==> src/rtl/regfile_wport_arbiter.sv <==
// Shares the register-file write port between an ALU (A) and a load/multicycle (B)
// writeback source: one FIFO per source, round-robin pick, x0 writes dropped at enqueue.
module regfile_wport_arbiter #(
  parameter int unsigned DEPTH = 2
) (
  input  logic        clk,
  input  logic        reset_n,
  input  logic        a_valid,
  output logic        a_ready,
  input  logic [4:0]  a_addr,
  input  logic [31:0] a_data,
  input  logic        b_valid,
  output logic        b_ready,
  input  logic [4:0]  b_addr,
  input  logic [31:0] b_data,
  output logic        we3,
  output logic [4:0]  wa3,
  output logic [31:0] wd3,
  output logic        grant_b,
  output logic [31:0] pend_mask,
  output logic        conflict
);

  localparam int unsigned AW   = 5;
  localparam int unsigned DW   = 32;
  localparam int unsigned NREG = 32;
  localparam int unsigned NREQ = 2;
  localparam int unsigned PW   = (DEPTH > 1) ? $clog2(DEPTH) : 1;
  localparam int unsigned CW   = $clog2(DEPTH + 1);

  logic [NREQ-1:0]           in_valid_c;
  logic [NREQ-1:0][AW-1:0]   in_addr_c;
  logic [NREQ-1:0][DW-1:0]   in_data_c;
  logic [NREQ-1:0]           ready_c;
  logic [NREQ-1:0]           push_c;
  logic [NREQ-1:0]           pop_c;
  logic [NREQ-1:0]           nempty_c;
  logic [NREQ-1:0][AW-1:0]   head_addr_c;
  logic [NREQ-1:0][DW-1:0]   head_data_c;
  logic [NREQ-1:0][NREG-1:0] pend_c;
  logic                      grant_a_c;
  logic                      grant_b_c;
  logic                      last_winner_b_q;
  logic                      last_winner_b_d;

  function automatic logic [PW-1:0] ptr_inc(input logic [PW-1:0] p);
    return (p == PW'(DEPTH - 1)) ? '0 : p + PW'(1);
  endfunction

  assign in_valid_c  = {b_valid, a_valid};
  assign in_addr_c   = {b_addr, a_addr};
  assign in_data_c   = {b_data, a_data};
  assign a_ready     = ready_c[0];
  assign b_ready     = ready_c[1];

  // One circular FIFO per requester; a per-slot valid bit feeds the pending mask.
  for (genvar r = 0; r < NREQ; r++) begin : g_req
    logic [DEPTH-1:0][AW-1:0] addr_q, addr_d;
    logic [DEPTH-1:0][DW-1:0] data_q, data_d;
    logic [DEPTH-1:0]         vld_q, vld_d;
    logic [PW-1:0]            rd_ptr_q, rd_ptr_d;
    logic [PW-1:0]            wr_ptr_q, wr_ptr_d;
    logic [CW-1:0]            count_q, count_d;

    assign ready_c[r]     = count_q < CW'(DEPTH);
    assign nempty_c[r]    = count_q != '0;
    assign push_c[r]      = in_valid_c[r] && ready_c[r] && (in_addr_c[r] != '0);
    assign head_addr_c[r] = addr_q[rd_ptr_q];
    assign head_data_c[r] = data_q[rd_ptr_q];

    always_comb begin
      addr_d   = addr_q;
      data_d   = data_q;
      vld_d    = vld_q;
      rd_ptr_d = rd_ptr_q;
      wr_ptr_d = wr_ptr_q;
      count_d  = count_q;
      if (pop_c[r]) begin
        vld_d[rd_ptr_q] = 1'b0;
        rd_ptr_d        = ptr_inc(rd_ptr_q);
      end
      if (push_c[r]) begin
        addr_d[wr_ptr_q] = in_addr_c[r];
        data_d[wr_ptr_q] = in_data_c[r];
        vld_d[wr_ptr_q]  = 1'b1;
        wr_ptr_d         = ptr_inc(wr_ptr_q);
      end
      unique case ({push_c[r], pop_c[r]})
        2'b10:   count_d = count_q + CW'(1);
        2'b01:   count_d = count_q - CW'(1);
        default: count_d = count_q;
      endcase
    end

    always_ff @(posedge clk or negedge reset_n) begin
      if (!reset_n) begin
        addr_q   <= '0;
        data_q   <= '0;
        vld_q    <= '0;
        rd_ptr_q <= '0;
        wr_ptr_q <= '0;
        count_q  <= '0;
      end else begin
        addr_q   <= addr_d;
        data_q   <= data_d;
        vld_q    <= vld_d;
        rd_ptr_q <= rd_ptr_d;
        wr_ptr_q <= wr_ptr_d;
        count_q  <= count_d;
      end
    end

    // Bit j is set when any stored slot targets register j.
    for (genvar j = 0; j < NREG; j++) begin : g_bit
      logic [DEPTH-1:0] hit;
      for (genvar i = 0; i < DEPTH; i++) begin : g_ent
        assign hit[i] = vld_q[i] && (addr_q[i] == AW'(j));
      end
      assign pend_c[r][j] = |hit;
    end
  end

  // Round-robin: on a tie the requester that did not win last time goes.
  always_comb begin
    grant_b_c       = nempty_c[1] && (!nempty_c[0] || !last_winner_b_q);
    grant_a_c       = nempty_c[0] && !grant_b_c;
    pop_c           = {grant_b_c, grant_a_c};
    last_winner_b_d = last_winner_b_q;
    if (grant_a_c || grant_b_c) begin
      last_winner_b_d = grant_b_c;
    end
  end

  always_ff @(posedge clk or negedge reset_n) begin
    if (!reset_n) begin
      last_winner_b_q <= 1'b1;
    end else begin
      last_winner_b_q <= last_winner_b_d;
    end
  end

  // Write port is driven straight from the winning FIFO head.
  always_comb begin
    we3     = grant_a_c || grant_b_c;
    wa3     = '0;
    wd3     = '0;
    grant_b = grant_b_c;
    if (grant_b_c) begin
      wa3 = head_addr_c[1];
      wd3 = head_data_c[1];
    end else if (grant_a_c) begin
      wa3 = head_addr_c[0];
      wd3 = head_data_c[0];
    end
    pend_mask = (pend_c[0] | pend_c[1]) & ~NREG'(1);
    conflict  = (&nempty_c) && (head_addr_c[0] == head_addr_c[1]) && (head_addr_c[0] != '0);
  end

endmodule

==> config.mk <==
export PLATFORM = sky130hd
export DESIGN_NAME = regfile_wport_arbiter
export DESIGN_NICKNAME = d
export VERILOG_FILES = /design/src/rtl/regfile_wport_arbiter.sv
export SDC_FILE = /design/constraint.sdc
export NUM_CORES = 1
export LEC_CHECK = 0
export BUFFER_PORTS_ARGS = -buffer_cell sky130_fd_sc_hd__buf_2
export CORE_MARGIN = 2
export CORE_UTILIZATION = 56
export DETAILED_ROUTE_END_ITERATION = 10
export PLACE_DENSITY = 0.8
export SLEW_MARGIN = 20
export SYNTH_ARGS = -nofsm -noshare
export SYNTH_HDL_FRONTEND = slang
export SYNTH_SLANG_ARGS = --single-unit
==> constraint.sdc <==
create_clock -name clk -period 2.2 [get_ports clk]
set_input_delay 0.22 -clock clk [delete_from_list [all_inputs] [get_ports clk]]
set_output_delay 0.22 -clock clk [all_outputs]
set_load 0.1 [all_outputs]
==> flow_metrics.tcl, run 1 <==
set metrics [dict create \
    outcome "complete, but fails checks" \
    violations "setup timing" \
    finalCriticalPeriod_ns 2.51 \
    yosysTopAreaCell "dfrtp_1" \
    r2r_cells 6 \
    clock_sinks 161 \
    finalClockSkew_ns 0.0175 \
    synthTopCellsByArea "dfrtp_1 49%, mux2_2 18%, a221o_1 4.3%, mux2_4 3.5%, a22o_1 3.4%" \
    ys_async_sr_fraction_pct 100 \
    numCtsBuffers 17 \
    num_rows 44 \
    r2r-end "g_req[1].data_q[12]$_DFFE_PN0P_" \
    nets 931 \
    clockRootBuffer "clkbuf_16" \
    synthCells 651 \
    first_pass_iters 8 \
    vias 7598 \
    worst-slew-pin-transition_ns 0.626 \
    min_path_cells 2 \
    place_inst 976 \
    path_clk_slew_ns 0.08 \
    wl_per_cell_um 32.7 \
    die_area_mm2 0.0155 \
    clk_latency_ns 0.44 \
    viasPerCell 7.23 \
    synth_area_per_cell_um2 12.5 \
    maxCapViolCount 0 \
    crit_fanout 17 \
    slew_headroom_pct 57.1 \
    boundaryPins 152 \
    die_x_um 125 \
    final_cell_count_no_fill 1051 \
    crit_chain "o21a_4 > nor3b_4 > buf_12 > a22o_4 > a221o_4 > buf_12" \
    synth_top_area_share_pct 49.2 \
    antenna_found_initial 2 \
    setup_ws_ns -0.309 \
    drive_gt1_share_pct 64.6 \
    wl_mm 34.3 \
    start_util_pct 56.6 \
    min_path_type "in2reg" \
    finalSetupViolations 49 \
    grt-ovfl-total 0 \
    gp_congestion 0.955 \
    fmax_mhz 399 \
    period_share_pct 114 \
    drtIter0Drc 905 \
    ys_types 57 \
    grt_util_all_layers_pct 40.9 \
    criticalPathCategory "reg2out" \
    syn-num-nets 731 \
    seq_area_frac_synth_pct 49.5 \
    yosysWarnings 0 \
    grt_setup_unrepaired "true" \
    slowest_stage "dfstp_2" \
    grt_pass1_vias 7672 \
    ant_nets 0 \
    required_ns 1.98 \
    final-max-slew-violation-count 0 \
    synth_seq_cells 161 \
    die_y_um 125 \
    max_stage_delay_ns 0.59 \
    io_buffers 150 \
    tritoncts "built" \
    area_growth_pct 52.1 \
    cpMostUsedCell "buf_12" \
    grt_start_max_net_pins 47 \
    cp-end-kind "primary output" \
    synthFlopType "dfrtp_1" \
    worstSetupStartpointType "flip-flop" \
    r2r_start "g_req[1].count_q[1]$_DFFE_PN0P_" \
    mostFrequentLayoutCells "137 x dfrtp_1, 128 x mux2_2, 81 x buf_12, 79 x buf_2, 53 x buf_4" \
    r2r_setup_slack_ns -0.04 \
    htree_num_levels 4 \
    hp-start "a_data[9]" \
    drcViolationCount 0 \
    min_to "g_req[0].data_q[41]$_DFFE_PN0P_" \
    cp.arrival_ns 2.29 \
    layout_commonest_cell "dfrtp_1" \
    clock_path_buffers 2 \
    core_mm2 0.0144 \
    grt_pass1_wl_mm 47.7 \
    finalHoldViolCount 0 \
    syn_area_mm2 0.00814 \
    hpwl_mm 18.6 \
    synth_edf_count 0 \
]
stage by stage:
| stage | utilization [%] | hold slack [ns] | instance area [um^2] | TNS [ns] | worst slack (ns) |
|---|---|---|---|---|---|
| floorplan | - | -0.0756 | 8730 | -2.33 | -0.555 |
| global placement | 76.1 | 0.166 | 10900 | 0 | 0.0825 |
| detailed placement | 76.1 | 0.176 | 10900 | 0 | 0.0549 |
| CTS | 83.3 | 0.0237 | 12000 | -6.49 | -0.211 |
| global route | 86.1 | 0.0307 | 12400 | -10.28 | -0.311 |
| finish | 86.1 | 0.0273 | 12400 | -9.79 | -0.309 |
metal layers:
metal  wire length, um  global-route usage [%]  up-vias
li1                  -                       -     2923
met1             12100                    50.3     3762
met2             16600                    65.8      716
met3              3320                    9.19      197
met4              2360                    25.1        0
met5                 0                       0        -
synthesized netlist by cell type (all sizes together), types with 6 or more instances:
library cell / n
clkbuf: 28
inv: 10
nand2b: 8
nor2: 36
a221o: 35
nor2b: 15
nand2: 16
nand3: 13
mux2: 149
a22o: 32
buf: 19
xnor2: 11
a32oi: 8
a22oi: 6
mux2i: 9
nor3: 6
dfrtp: 160
a21oi: 7
o221ai: 24
critical path, delay by kind of cell (launching register included):
family	cells	cell delay, ns
compound gates	3	0.83
flops	1	0.59
buf+inv	2	0.33
simple gates	1	0.08
how the worst max path moves through the flow:
stage                                     from                         endpoint  slack (ns)  depth (start not counted)
2_1_floorplan   g_req[0].addr_q[3]$_DFFE_PN0P_                    pend_mask[27]       -0.55                          4
3_3_place_gp                         b_addr[0]  g_req[1].data_q[43]$_DFFE_PN0P_        0.08                          5
3_5_place_dp                         b_addr[0]  g_req[1].data_q[53]$_DFFE_PN0P_        0.05                          5
4_1_cts        g_req[0].count_q[1]$_DFFE_PN0P_                          wd3[21]       -0.21                          6
5_1_grt         g_req[0].addr_q[7]$_DFFE_PN0P_                         conflict       -0.31                          5
6_report           last_winner_b_q$_DFFE_PN1P_                           wd3[0]       -0.31                          6
cell type report:
class	count	area, um^2
flip-flops and latches	161	4060
repair buffers	228	2670
clock inverters	15	163
inverters	10	37.5
diodes	3	7.51
multi-input cells	433	4780
clock buffers	17	425
fillers	593	1990
well taps	184	230
what timing repair did:
| item | in CTS | in global routing |
|---|---|---|
| hold buffers | 1 | 0 |
| buffers inserted | 16 | 19 |
| hold endpoints to repair | 42 | 0 |
| gates cloned | 3 | 2 |
| endpoints found under the setup margin | 66 | 65 |
| gates resized for setup | 62 | 49 |
| pin swaps | 9 | 11 |
state kept, by name (all words and copies together), names as in the netlist:
name,cells
g_req.count_q,4
g_req.wr_ptr_q,2
last_winner_b_q,1
g_req.addr_q,20
g_req.data_q,128
g_req.vld_q,4
g_req.rd_ptr_q,2
kinds of logic after synthesis:
logic type | after synthesis | share of synthesized area, %
multiplexers | 158 | 22.6
other | 1 | 0.0461
AND/OR/NAND/NOR | 114 | 7.27
AO/OA/AOI/OAI | 145 | 15.5
buffers and inverters | 57 | 3.37
adder cells (fa/ha/maj) | 2 | 0.308
XOR/XNOR | 13 | 1.40
flip-flops | 161 | 49.5
Power of run 1 is not shown: default switching activity piles up to over one toggle a cycle in this logic, so the estimate is an artifact.
==> run 2: changes to the inputs <==
- RECOVER_POWER: default -> 50
==> flow_metrics.tcl, run 2 (same netlist as run 1, synthesis figures left out) <==
set metrics [dict create \
    drcViolationCount 0 \
    grt_pass1_wl_mm 47.7 \
    hpwl_mm 18.6 \
    htree_num_levels 4 \
    clockRootBuffer "clkbuf_16" \
    start_util_pct 56.6 \
    worstSetupStartpointType "flip-flop" \
    final_area_mm2 0.0123 \
    postPlaceCellArea_mm2 0.0109 \
    criticalPathCategory "reg2out" \
    worst-slew-pin-transition_ns 1.25 \
    max_stage_delay_ns 0.58 \
    vias 7549 \
    antenna_found_initial 2 \
    grt_pass1_vias 7672 \
    wl_per_cell_um 32.5 \
    die_area_mm2 0.0155 \
    path_clk_slew_ns 0.07 \
    crit_fanout 17 \
    outcome "complete, but fails checks" \
    regMostFlops "g_req.data_q" \
    slowest_stage "dfstp_2" \
    cpMostUsedCell "buf_12" \
    cp.depth 6 \
    numCtsBuffers 17 \
    crit_start "last_winner_b_q$_DFFE_PN1P_" \
    grt_util_all_layers_pct 40.9 \
    maxCapViolCount 0 \
    tritoncts "built" \
    min_path_cells 2 \
    finalClockSkew_ns 0.0186 \
    grt-ovfl-total 0 \
    final-max-slew-violation-count 0 \
    gp_congestion 0.955 \
    cp-end-kind "primary output" \
    num_rows 44 \
    cp.arrival_ns 2.28 \
    grt_setup_unrepaired "true" \
    wl_mm 34.1 \
    die_y_um 125 \
    slew_headroom_pct 17.0 \
    first_pass_iters 5 \
    period_share_pct 114 \
    mostFrequentLayoutCells "137 x dfrtp_1, 128 x mux2_2, 79 x buf_2, 79 x buf_12, 53 x buf_4" \
    drive_gt1_share_pct 64.6 \
    finalSetupViolations 46 \
    cp_num_buf_inv 2 \
    violations "setup timing" \
    layout_commonest_cell "dfrtp_1" \
    die_x_um 125 \
    crit_family "compound AO/OA/AOI/OAI gates" \
    required_ns 1.98 \
    r2r_start "g_req[1].count_q[1]$_DFFE_PN0P_" \
    grt_start_max_net_pins 47 \
    fmax_mhz 400 \
    preCtsSetupSlack_ns 0.0549 \
    n_fill_cell 597 \
    r2r_cells 6 \
    whs_ns 0.0307 \
    largest_reg_flops 128 \
    area_growth_pct 51.8 \
    clk_latency_ns 0.44 \
    finalHoldViolCount 0 \
    fin_tns_setup_ns -9.31 \
    ant_nets 0 \
    finalCriticalPeriod_ns 2.50 \
    crit_chain "o21a_4 > nor3b_4 > buf_12 > a22o_4 > a221o_4 > buf_12" \
    core_mm2 0.0144 \
    multiInputGateArea_mm2 0.00478 \
    drtIter0Drc 940 \
    hp-start "a_data[1]" \
    clock_sinks 161 \
    viasPerCell 7.18 \
    min_path_type "in2reg" \
    nets 931 \
    reg_top3 "g_req.data_q (128), g_req.addr_q (20)" \
    setup_ws_ns -0.303 \
    clock_path_buffers 2 \
    io_buffers 150 \
    seq_area_mm2 0.00406 \
    boundaryPins 152 \
]
run 2: cell types whose count changed in the layout (fill, tap and decap cells not counted), sizes merged:
cell	before	now
diode	3	4
clkbuf	21	24
buf	222	219
run 2: worst paths after layout:
kind / endpoint / slack, ns
setup / recovery: wd3[0] / -0.30
hold / removal: g_req[0].data_q[33]$_DFFE_PN0P_ / 0.03
setup reg to reg: g_req[1].data_q[12]$_DFFE_PN0P_ / -0.04
hold reg to reg: g_req[1].data_q[1]$_DFFE_PN0P_ / 0.52
max in group asynchronous: g_req[0].data_q[37]$_DFFE_PN0P_ / 0.19
min in group asynchronous: g_req[0].data_q[34]$_DFFE_PN0P_ / 0.59
run 2: what timing repair did:
action | in CTS | in global routing
setup endpoints to repair | 66 | 65
gates cloned | 3 | 2
gates resized for setup | 62 | 49
setup buffers | 16 | 19
pin swaps | 9 | 11
hold buffers | 1 | 0
endpoints found under the hold margin | 42 | 0
run 2: final cells by class:
cell class                      count  area share (%)
Antenna cell                        4          0.0811
Multi-Input combinational cell    433            38.7
Inverter                           10           0.304
Timing Repair Buffer              228            21.4
Clock buffer                       17            3.45
Clock inverter                     15            1.32
Tap cell                          184            1.86
Sequential cell                   161            32.9
run 2: metrics by stage:
step	util, %	std cells
after floorplan	-	651
after global placement	76.1	976
after detailed placement	76.1	976
after CTS	83.3	1028
after global routing	85.9	1050
final	85.9	1052
run 2: layer usage:
metal,track usage (%),vias to the layer above,wire [um]
met2,65.8,707,16300
li1,-,2927,-
met4,25.1,0,2470
met1,50.3,3704,12100
met3,9.19,211,3270
met5,0,-,0
Power of run 2 is left out for the same reason.
==> run 3: changes to the inputs <==
- SETUP_SLACK_MARGIN: default -> 0.02
==> flow_metrics.tcl, run 3 (same netlist as run 1, synthesis figures left out) <==
set metrics [dict create \
    gp_congestion 1.01 \
    worst-slew-pin-transition_ns 1.73 \
    outcome "complete, but fails checks" \
    final-max-slew-violation-count 64 \
    fmax_mhz 406 \
    grt_pass1_wl_mm 43.6 \
    ant_nets 0 \
    violations "capacitance limit, slew limit, setup timing" \
    cp-end-kind "primary output" \
    vias 6980 \
    multiInputGateArea_mm2 0.00478 \
    start_util_pct 56.6 \
    finalClockSkew_ns 0.0106 \
    final_area_mm2 0.0123 \
    layout_commonest_cell "dfrtp_1" \
    grt-ovfl-total 0 \
    clockRootBuffer "clkbuf_16" \
    largest_reg_flops 128 \
    grt_setup_unrepaired "true" \
    worstSetupStartpointType "flip-flop" \
    core_mm2 0.0144 \
    die_y_um 125 \
    min_path_cells 2 \
    clock_sinks 161 \
    io_buffers 150 \
    hp-start "a_data[3]" \
    postPlaceCellArea_mm2 0.0110 \
    criticalPathCategory "reg2out" \
    die_area_mm2 0.0155 \
    boundaryPins 152 \
    htree_num_levels 4 \
    n_fill_cell 678 \
    nets 927 \
    area_growth_pct 50.6 \
    antenna_found_initial 2 \
    regMostFlops "g_req.data_q" \
    wl_per_cell_um 27.2 \
    grt_start_max_net_pins 66 \
    clock_path_buffers 2 \
    crit_fanout 33 \
    finalCriticalPeriod_ns 2.46 \
    reg_top3 "g_req.data_q (128), g_req.addr_q (20)" \
    finalSetupViolations 36 \
    required_ns 1.98 \
    hpwl_mm 18.5 \
    r2r_setup_slack_ns 0.28 \
    drcViolationCount 0 \
    preCtsSetupSlack_ns 0.0345 \
    min_path_type "in2reg" \
    first_pass_iters 5 \
    period_share_pct 112 \
    r2r_start "g_req[1].count_q[1]$_DFFE_PN0P_" \
    viasPerCell 6.67 \
    tritoncts "built" \
    min_to "g_req[0].data_q[3]$_DFFE_PN0P_" \
    maxCapViolCount 1 \
    numCtsBuffers 17 \
    num_rows 44 \
    r2r-end "g_req[1].data_q[12]$_DFFE_PN0P_" \
    cp.arrival_ns 2.24 \
    clk_latency_ns 0.43 \
    r2r_cells 6 \
    grt_pass1_vias 7563 \
    path_clk_slew_ns 0.07 \
    grt_util_all_layers_pct 36.2 \
    mostFrequentLayoutCells "135 x dfrtp_1, 128 x mux2_2, 80 x buf_12, 80 x buf_2, 53 x buf_4" \
    slew_headroom_pct -15.1 \
    drive_gt1_share_pct 65.1 \
    die_x_um 125 \
    seq_area_mm2 0.00406 \
    wl_mm 28.5 \
    drtIter0Drc 750 \
    setup_ws_ns -0.261 \
    finalHoldViolCount 0 \
]
[run 3: per-layer routing]
layer / wire [um] / GRT usage [%] / vias to the layer above
met5: 0 / 0 / -
met4: 1010 / 14.9 / 0
met3: 2240 / 8.68 / 104
met2: 14300 / 60.2 / 433
met1: 11000 / 45.7 / 3543
li1: - / - / 2900
[run 3: repair_timing]
action,CTS,global route
setup buffers,11,20
gates resized for setup,64,57
hold endpoints to repair,60,0
pin swaps,8,12
hold buffers,1,0
cloned,0,1
endpoints found under the setup margin,66,69
[run 3: metrics by stage]
stage	hold WS (ns)	instances	setup TNS (ns)	util, %
floorplan	-0.0756	651	-3.92	-
global placement	0.237	979	0	76.2
detailed placement	0.246	979	0	76.2
CTS	0.0321	1023	-6.41	82.5
global route	0.0351	1046	-9.47	85.3
finish	0.0346	1047	-7.49	85.3
[run 3: worst max path at each step]
| stage | start | slack [ns] | endpoint |
|---|---|---|---|
| final | last_winner_b_q$_DFFE_PN1P_ | -0.26 | wd3[24] |
| after global routing | last_winner_b_q$_DFFE_PN1P_ | -0.29 | wd3[22] |
| after CTS | g_req[0].count_q[1]$_DFFE_PN0P_ | -0.22 | wd3[22] |
| after detailed placement | g_req[1].count_q[1]$_DFFE_PN0P_ | 0.03 | wd3[19] |
| after global placement | g_req[1].count_q[1]$_DFFE_PN0P_ | 0.08 | wd3[28] |
| after floorplan | g_req[0].addr_q[3]$_DFFE_PN0P_ | -0.55 | pend_mask[27] |
[run 3: area by class of cell]
cell class              instances  share of cell area, %
flip-flops and latches        161                   33.1
multi-input cells             433                   39.0
repair buffers                224                   20.8
diodes                          3                 0.0613
clock inverters                10                   1.04
clock buffers                  22                   3.79
inverters                      10                  0.306
well taps                     184                   1.88
[run 3: critical path, stage by stage, from the launching register on]
cell	delay [ns]
dfstp_2	0.56
o21a_4	0.19
nor3b_4	0.06
buf_12	0.18
a22o_4	0.26
a221o_4	0.34
buf_12	0.17
Power of run 3 is left out for the same reason.
